File: src/rtl/multicycle_ctrl.sv
// Main controller for the multi-cycle MIPS-subset CPU: walks one instruction at a time through fetch/decode/execute/memory/writeback.
// Latency: 3 cycles (branch/jump), 4 (R-type, I-type, sw), 5 (lw) with zero-wait memory; +1 per memory wait cycle.
// Backpressure: FETCH, MEM_RD and MEM_WR hold while mem_ready_i=0; mem_ready_i is ignored in every other state.
//
// Ports:
//   clk_i, rst_i            clock and synchronous active-low reset (all outputs forced to 0 while rst_i=0)
//   instr_op_i              opcode of the instruction register, sampled in DECODE
//   mem_ready_i             shared memory port finishes the current access this cycle
//   PCWrite_o..ALU_op_o     datapath mux selects, write enables and ALU operation code
//   instr_done_o            one-cycle pulse in the last cycle of each instruction
//   trap_o                  illegal opcode seen; held until reset
//   state_o                 current FSM state (debug)

module multicycle_ctrl #(
    parameter int ST_W = 4
) (
    input  logic            clk_i,
    input  logic            rst_i,
    input  logic [5:0]      instr_op_i,
    input  logic            mem_ready_i,
    output logic            PCWrite_o,
    output logic            PCWriteCond_o,
    output logic            BranchType_o,
    output logic [1:0]      PCSource_o,
    output logic            IorD_o,
    output logic            MemRead_o,
    output logic            MemWrite_o,
    output logic            IRWrite_o,
    output logic [1:0]      RegDst_o,
    output logic [1:0]      MemToReg_o,
    output logic            RegWrite_o,
    output logic            ALUSrcA_o,
    output logic [1:0]      ALUSrcB_o,
    output logic [3:0]      ALU_op_o,
    output logic            instr_done_o,
    output logic            trap_o,
    output logic [ST_W-1:0] state_o
);

    localparam logic [ST_W-1:0] FETCH    = ST_W'(0);
    localparam logic [ST_W-1:0] DECODE   = ST_W'(1);
    localparam logic [ST_W-1:0] MEM_ADDR = ST_W'(2);
    localparam logic [ST_W-1:0] MEM_RD   = ST_W'(3);
    localparam logic [ST_W-1:0] MEM_WB   = ST_W'(4);
    localparam logic [ST_W-1:0] MEM_WR   = ST_W'(5);
    localparam logic [ST_W-1:0] EXEC_R   = ST_W'(6);
    localparam logic [ST_W-1:0] R_WB     = ST_W'(7);
    localparam logic [ST_W-1:0] BRANCH   = ST_W'(8);
    localparam logic [ST_W-1:0] JUMP     = ST_W'(9);
    localparam logic [ST_W-1:0] EXEC_I   = ST_W'(10);
    localparam logic [ST_W-1:0] I_WB     = ST_W'(11);
    localparam logic [ST_W-1:0] TRAP     = ST_W'(12);

    localparam logic [5:0] OP_RTYPE = 6'b000000;
    localparam logic [5:0] OP_J     = 6'b000010;
    localparam logic [5:0] OP_JAL   = 6'b000011;
    localparam logic [5:0] OP_BEQ   = 6'b000100;
    localparam logic [5:0] OP_BNE   = 6'b000101;
    localparam logic [5:0] OP_ADDI  = 6'b001000;
    localparam logic [5:0] OP_SLTIU = 6'b001011;
    localparam logic [5:0] OP_ORI   = 6'b001101;
    localparam logic [5:0] OP_LUI   = 6'b001111;
    localparam logic [5:0] OP_LW    = 6'b100011;
    localparam logic [5:0] OP_SW    = 6'b101011;

    logic [ST_W-1:0] state_q, state_d;
    logic [5:0]      op_q;

    logic       pc_write, pc_write_cond, branch_type, iord, mem_read, mem_write;
    logic       ir_write, reg_write, alu_src_a, instr_done, trap;
    logic [1:0] pc_source, reg_dst, mem_to_reg, alu_src_b;
    logic [3:0] alu_op;

    function automatic logic [ST_W-1:0] decode_next(input logic [5:0] op);
        case (op)
            OP_RTYPE:                         return EXEC_R;
            OP_LW, OP_SW:                     return MEM_ADDR;
            OP_BEQ, OP_BNE:                   return BRANCH;
            OP_J, OP_JAL:                     return JUMP;
            OP_ADDI, OP_SLTIU, OP_LUI, OP_ORI: return EXEC_I;
            default:                          return TRAP;
        endcase
    endfunction

    always_ff @(posedge clk_i) begin
        if (!rst_i) begin
            state_q <= FETCH;
            op_q    <= 6'b0;
        end else begin
            state_q <= state_d;
            if (state_q == DECODE) begin
                op_q <= instr_op_i;
            end
        end
    end

    always_comb begin
        state_d       = state_q;
        pc_write      = 1'b0;
        pc_write_cond = 1'b0;
        branch_type   = 1'b0;
        pc_source     = 2'b00;
        iord          = 1'b0;
        mem_read      = 1'b0;
        mem_write     = 1'b0;
        ir_write      = 1'b0;
        reg_dst       = 2'b00;
        mem_to_reg    = 2'b00;
        reg_write     = 1'b0;
        alu_src_a     = 1'b0;
        alu_src_b     = 2'b00;
        alu_op        = 4'b0000;
        instr_done    = 1'b0;
        trap          = 1'b0;
        case (state_q)
            FETCH: begin
                // PC+4 computed alongside the read; IR and PC only load once memory answers
                mem_read  = 1'b1;
                alu_src_b = 2'b01;
                alu_op    = 4'b0100;
                ir_write  = mem_ready_i;
                pc_write  = mem_ready_i;
                if (mem_ready_i) state_d = DECODE;
            end
            DECODE: begin
                // speculative branch target into ALUOut
                alu_src_b = 2'b11;
                alu_op    = 4'b0100;
                state_d   = decode_next(instr_op_i);
            end
            MEM_ADDR: begin
                alu_src_a = 1'b1;
                alu_src_b = 2'b10;
                alu_op    = 4'b0100;
                state_d   = (op_q == OP_LW) ? MEM_RD : MEM_WR;
            end
            MEM_RD: begin
                iord     = 1'b1;
                mem_read = 1'b1;
                if (mem_ready_i) state_d = MEM_WB;
            end
            MEM_WB: begin
                reg_write  = 1'b1;
                mem_to_reg = 2'b01;
                instr_done = 1'b1;
                state_d    = FETCH;
            end
            MEM_WR: begin
                iord      = 1'b1;
                mem_write = 1'b1;
                if (mem_ready_i) begin
                    instr_done = 1'b1;
                    state_d    = FETCH;
                end
            end
            EXEC_R: begin
                alu_src_a = 1'b1;
                alu_op    = 4'b0010;
                state_d   = R_WB;
            end
            R_WB: begin
                reg_write  = 1'b1;
                reg_dst    = 2'b01;
                instr_done = 1'b1;
                state_d    = FETCH;
            end
            BRANCH: begin
                alu_src_a     = 1'b1;
                pc_write_cond = 1'b1;
                pc_source     = 2'b01;
                branch_type   = (op_q == OP_BNE);
                alu_op        = (op_q == OP_BNE) ? 4'b0001 : 4'b0011;
                instr_done    = 1'b1;
                state_d       = FETCH;
            end
            JUMP: begin
                pc_write   = 1'b1;
                pc_source  = 2'b10;
                instr_done = 1'b1;
                // jal links the PC that FETCH already advanced
                if (op_q == OP_JAL) begin
                    reg_write  = 1'b1;
                    reg_dst    = 2'b10;
                    mem_to_reg = 2'b10;
                end
                state_d = FETCH;
            end
            EXEC_I: begin
                alu_src_a = 1'b1;
                alu_src_b = 2'b10;
                case (op_q)
                    OP_SLTIU: alu_op = 4'b0111;
                    OP_LUI:   alu_op = 4'b0101;
                    OP_ORI:   alu_op = 4'b0110;
                    default:  alu_op = 4'b0100;
                endcase
                state_d = I_WB;
            end
            I_WB: begin
                reg_write  = 1'b1;
                instr_done = 1'b1;
                state_d    = FETCH;
            end
            TRAP: begin
                trap = 1'b1;
            end
            default: begin
                state_d = FETCH;
            end
        endcase
    end

    // Outputs are gated by rst_i so no enable can leak during the reset cycle itself.
    assign PCWrite_o     = rst_i & pc_write;
    assign PCWriteCond_o = rst_i & pc_write_cond;
    assign BranchType_o  = rst_i & branch_type;
    assign PCSource_o    = rst_i ? pc_source : 2'b00;
    assign IorD_o        = rst_i & iord;
    assign MemRead_o     = rst_i & mem_read;
    assign MemWrite_o    = rst_i & mem_write;
    assign IRWrite_o     = rst_i & ir_write;
    assign RegDst_o      = rst_i ? reg_dst : 2'b00;
    assign MemToReg_o    = rst_i ? mem_to_reg : 2'b00;
    assign RegWrite_o    = rst_i & reg_write;
    assign ALUSrcA_o     = rst_i & alu_src_a;
    assign ALUSrcB_o     = rst_i ? alu_src_b : 2'b00;
    assign ALU_op_o      = rst_i ? alu_op : 4'b0000;
    assign instr_done_o  = rst_i & instr_done;
    assign trap_o        = rst_i & trap;
    assign state_o       = rst_i ? state_q : '0;

endmodule

File: config.mk
export PLATFORM = sky130hd
export DESIGN_NAME = multicycle_ctrl
export DESIGN_NICKNAME = d
export VERILOG_FILES = /design/src/rtl/multicycle_ctrl.sv
export SDC_FILE = /design/constraint.sdc
export NUM_CORES = 1
export LEC_CHECK = 0
export BUFFER_PORTS_ARGS = -buffer_cell sky130_fd_sc_hd__buf_2
export CAP_MARGIN = 20
export CORE_MARGIN = 2
export CORE_UTILIZATION = 44
export DETAILED_ROUTE_END_ITERATION = 8
export PLACE_DENSITY = 0.72
export SLEW_MARGIN = 10
export SYNTH_ARGS = -nofsm -noshare
export SYNTH_HDL_FRONTEND = slang
export SYNTH_SLANG_ARGS = --single-unit
File: constraint.sdc
create_clock -name clk_i -period 1.3 [get_ports clk_i]
set_input_delay 0.26 -clock clk_i [delete_from_list [all_inputs] [get_ports clk_i]]
set_output_delay 0.26 -clock clk_i [all_outputs]
set_load 0.01 [all_outputs]
==> results of run 1 <==
## Yosys cell counts (all sizes together) (2+ instances only)
cell type	n
a211oi	2
a21boi	7
a21o	2
a21oi	4
and2	2
buf	9
clkbuf	5
dfxtp	10
inv	6
nand2	25
nand2b	7
nand3	4
nand4	2
nand4b	2
nor2	20
nor2b	10
nor3	4
nor4	2
nor4b	2
o2111ai	2
o21ai	6
## repair_timing
action | CTS
pin swaps | 22
gates resized for setup | 71
endpoints found under the setup margin | 36
setup buffers | 17
## kinds of logic after synthesis
| kind of cell | synth area share [%] |
|---|---|
| and+or+nand+nor | 43.6 |
| other | 0.365 |
| xor gates and xnor gates | 1.71 |
| muxes | 0.974 |
| buffers and inverters | 9.62 |
| AOI/OAI and AO/OA | 24.2 |
| DFF | 19.5 |
## metrics by stage
step / setup slack [ns] / hold WS [ns]
2_1_floorplan: -0.0527 / 0.353
3_3_place_gp: -0.211 / 0.481
3_5_place_dp: -0.245 / 0.492
4_1_cts: -0.476 / 0.228
==> results.cfg, run 1 <==
[status]
status = aborted with a tool error
stop_stage = global routing (5_1_grt)
error_line = [ERROR DPL-0038] Utilization greater than 100%, impossible to legalize

[synthesis]
synth_edf_count = 0
synth-seq-cells = 10
synth-async-reset-ratio_pct = 0
yosysTopAreaCell = dfxtp_1
syn_area_sq_um = 1030
yosys.cell_types.count = 50
synth-main-ff-cell = dfxtp_1
synth_area_leaders = dfxtp_1 19%, nand2_1 8.8%, nor2_1 6.9%
synth_cells = 154
syn_nets = 163
yosys_warnings = 0
synth_top_area_share_pct = 19.5
syn_area_per_cell_sq_um = 6.67
yosysSeqAreaShare_pct = 19.5

[floorplanning]
io_pins = 36
die_height_um = 52.3
start_util_pct = 46.4
placementRows = 17
die_w_um = 52.3

[cts]
cts_root_buf = clkbuf_4
ctsHoldBuffers = 0
cts_made_buffers = 3
clockBufferDepth = 2
clock_sinks = 10
htreeDepth = 1

[place]
dp_cells = 242
port_buffers = 34
place_congestion = 0.839
placedInstanceArea_sq_um = 1500
dp_hpwl_um = 2580

[timing]
worst_endpoint = ALU_op_o[1]
worstEpCategory = primary output

[global_route]
grt_max_degree = 10
==> run 2, diff against run 1 <==
--- a/config.mk
+++ b/config.mk
@@ -7,10 +7,10 @@
 export LEC_CHECK = 0
 export BUFFER_PORTS_ARGS = -buffer_cell sky130_fd_sc_hd__buf_2
 export CAP_MARGIN = 20
-export CORE_MARGIN = 2
-export CORE_UTILIZATION = 44
+export CORE_AREA = 2 2 63 65
 export DETAILED_ROUTE_END_ITERATION = 8
-export PLACE_DENSITY = 0.72
+export DIE_AREA = 0 0 65 67
+export PLACE_DENSITY_LB_ADDON = 0.15
 export SLEW_MARGIN = 10
 export SYNTH_ARGS = -nofsm -noshare
 export SYNTH_HDL_FRONTEND = slang
==> constraint.sdc (replaced) <==
create_clock -name clk_i -period 1.7 [get_ports clk_i]
set_input_delay 0.34 -clock clk_i [delete_from_list [all_inputs] [get_ports clk_i]]
set_output_delay 0.34 -clock clk_i [all_outputs]
set_load 0.01 [all_outputs]
==> run 2 against run 1 <==
Net effect: synthesized area unchanged; synthesized cell count unchanged; the flow now finishes, with violations (negative setup slack).
==> results.cfg, run 2 <==
[synthesis]
synth_edf_count = 0
yosysMostFrequentCell = nand2_1
yosys_warnings = 0
synth-main-ff-cell = dfxtp_1
yosysTopAreaCell = dfxtp_1
synth_common_cells = 24 x nand2_1, 19 x nor2_1, 10 x dfxtp_1, 10 x nor2b_1
synth-seq-cells = 10
synth-async-reset-ratio_pct = 0
synth_top_area_share_pct = 19.5
yosys.cell_types.count = 50
syn_nets = 163
syn_area_sq_um = 1030
yosysSeqAreaShare_pct = 19.5
synth_area_leaders = dfxtp_1 19%, nand2_1 8.8%, nor2_1 6.9%
syn_area_per_cell_sq_um = 6.67
synth_cells = 154

[finish]
largest_register = op_q
reg_top3 = op_q: 6 flops, state_q: 4 flops
n_antenna_cell = 0
drive_above_1_share_pct = 43.8
finalNonFillerCells = 251
mostFrequentLayoutCells = 33 x buf_2, 24 x nand2_1, 21 x buf_4, 15 x nor2_1, 7 x nor2b_1
syn_to_final_growth_pct = 52.4
final_common_cell = buf_2
largest_register_ffs = 6
fin_util_pct = 43.4
nets = 213

[timing]
setup_violations = 3
rsz0062_at_grt = yes
timing.final.crit_share_pct = 102
slew_viol_final = 0
hold_viol = 0
setup_tns_ns = -0.104
finalCriticalPeriod_ns = 1.74
max_freq_mhz = 574
skew_ns = 0.00336
worst_slack_ns = -0.0413

[global_route]
grt_util_all_layers_pct = 15.8
grt_pass1_vias = 1175
antenna_found_initial = 0
grt_max_degree = 16
grt_pass1_wl_um = 5330
grt-ovfl-total = 0

[routing]
wl_um = 3300
met3_length_um = 178
top_layer = met4
dr.pass1.iters = 4
wl_per_cell_um = 13.1
via_per_inst = 5.07
drtIter0Drc = 99
ant_nets = 0
wl_met1_um = 1570
drc = 0
via_count = 1272
wl_met2_um = 1470

[power]
switching_share_pct = 34.7
irDropWorstVdd_mv = 0.209
p_per_area_nw_per_um2 = 647
p_int_uw = 662
p_seq_share_pct = 31.0
power_switching_uw = 351
p_leak_uw = 0.000720
clock_power_share_pct = 28.9
power_frac_comb_pct = 40.0

[hold_path]
hold_path.class = input port to register
min_to = state_q[1]
min_path_cells = 2
holdCritStartpoint = mem_ready_i

[critical_path]
end_kind = output pin
rrSetupSlack_ns = 0.20
cp.arrival_ns = 1.40
ff2ff_path_depth = 6
slowest_delay_ns = 0.33
cp_slowest_cell = dfxtp_2
critical_path.cell_chain = nor4b_4 > nand2_1 > a22oi_2 > o22a_1 > nor2_1 > buf_2
cp-startpoint = op_q[5]
r2r_start = state_q[1]
crit_required_ns = 1.36
r2r-end = state_q[2]
crit_fanout = 2
crit_type = register to output pin
critPathLaunchType = register

[floorplanning]
die_height_um = 67
die_w_um = 65
start_util_pct = 28.5
placementRows = 22
die_area_sq_um = 4360
core_sq_um = 3610
io_pins = 36

[cts]
path_clk_slew_ns = 0.05
clock_latency_ns = 0.23
cts_root_buf = clkbuf_8
clock_sinks = 10
clockBufferDepth = 2
cts_tree = done
htreeDepth = 1
cts_made_buffers = 3
ctsHoldBuffers = 0

[place]
dp_cells = 242
dp_hpwl_um = 2590
port_buffers = 34
place_congestion = 0.872

[status]
status = finished, violations left
violations = negative setup slack

[run]
max-cap-violations = 0
run 2: cell counts after synthesis:
Identical to the previous run, type by type.
run 2: routing by layer:
layer / GRT usage, % / vias up
li1: - / 634
met1: 21.2 / 591
met2: 25.5 / 41
met3: 1.35 / 6
met4: 7.71 / 0
met5: 0 / -
run 2: through the flow:
step                      worst slack [ns]  total power [uW]  hold slack (ns)  instance area, sq um
after global routing                -0.124              1090            0.366                  1570
after floorplan                      0.143               528            0.441                  1030
after detailed placement            0.0467               668            0.488                  1330
final                              -0.0413              1010            0.358                  1570
after CTS                          -0.0908               992            0.352                  1500
after global placement              0.0357               668            0.484                  1330
run 2: worst max path at each step:
stage,cells past startpoint,to
after floorplan,6,ALU_op_o[0]
after global placement,6,ALU_op_o[1]
after detailed placement,6,ALU_op_o[1]
after CTS,6,ALU_op_o[1]
after global routing,6,ALU_op_o[1]
final,6,ALU_op_o[1]
run 2: layout make-up:
cell class                 count  area (sq um)
tap                           48          60.1
multi-input combinational    124           826
fill                         388          2040
clock buffer                   4          55.1
timing repair buffer          59           383
inverter                       6          22.5
sequential                    10           219
run 2: kinds of logic after synthesis:
group / count (synthesis) / synth area share [%]
xor gates and xnor gates: 2 / 1.71
muxes: 1 / 0.974
AOI/OAI and AO/OA: 34 / 24.2
DFF: 10 / 19.5
and+or+nand+nor: 86 / 43.6
buffers and inverters: 20 / 9.62
other: 1 / 0.365
run 2: worst max-delay path: cells and delay by family (launching register included):
family	cells	cell delay [ns]
AND/OR/NAND/NOR	3	0.43
flip-flops	1	0.33
AO/OA/AOI/OAI	2	0.28
buffers and inverters	1	0.13
run 2: power by group through the flow:
stage               registers, uW  logic, uW  clock network [uW]
floorplan                     276        252                   0
global placement              300        368                   0
detailed placement            302        366                   0
CTS                           304        386                 302
global route                  318        450                 316
finish                        314        405                 293
run 2: timing repair:
| item | CTS | global route |
|---|---|---|
| buffers inserted | 5 | 1 |
| endpoints found under the setup margin | 21 | 13 |
| hold endpoints to repair | 0 | 0 |
| pin swaps | 4 | 8 |
| resized for setup | 20 | 18 |
Note: power is estimated with default switching activity, not from simulation.
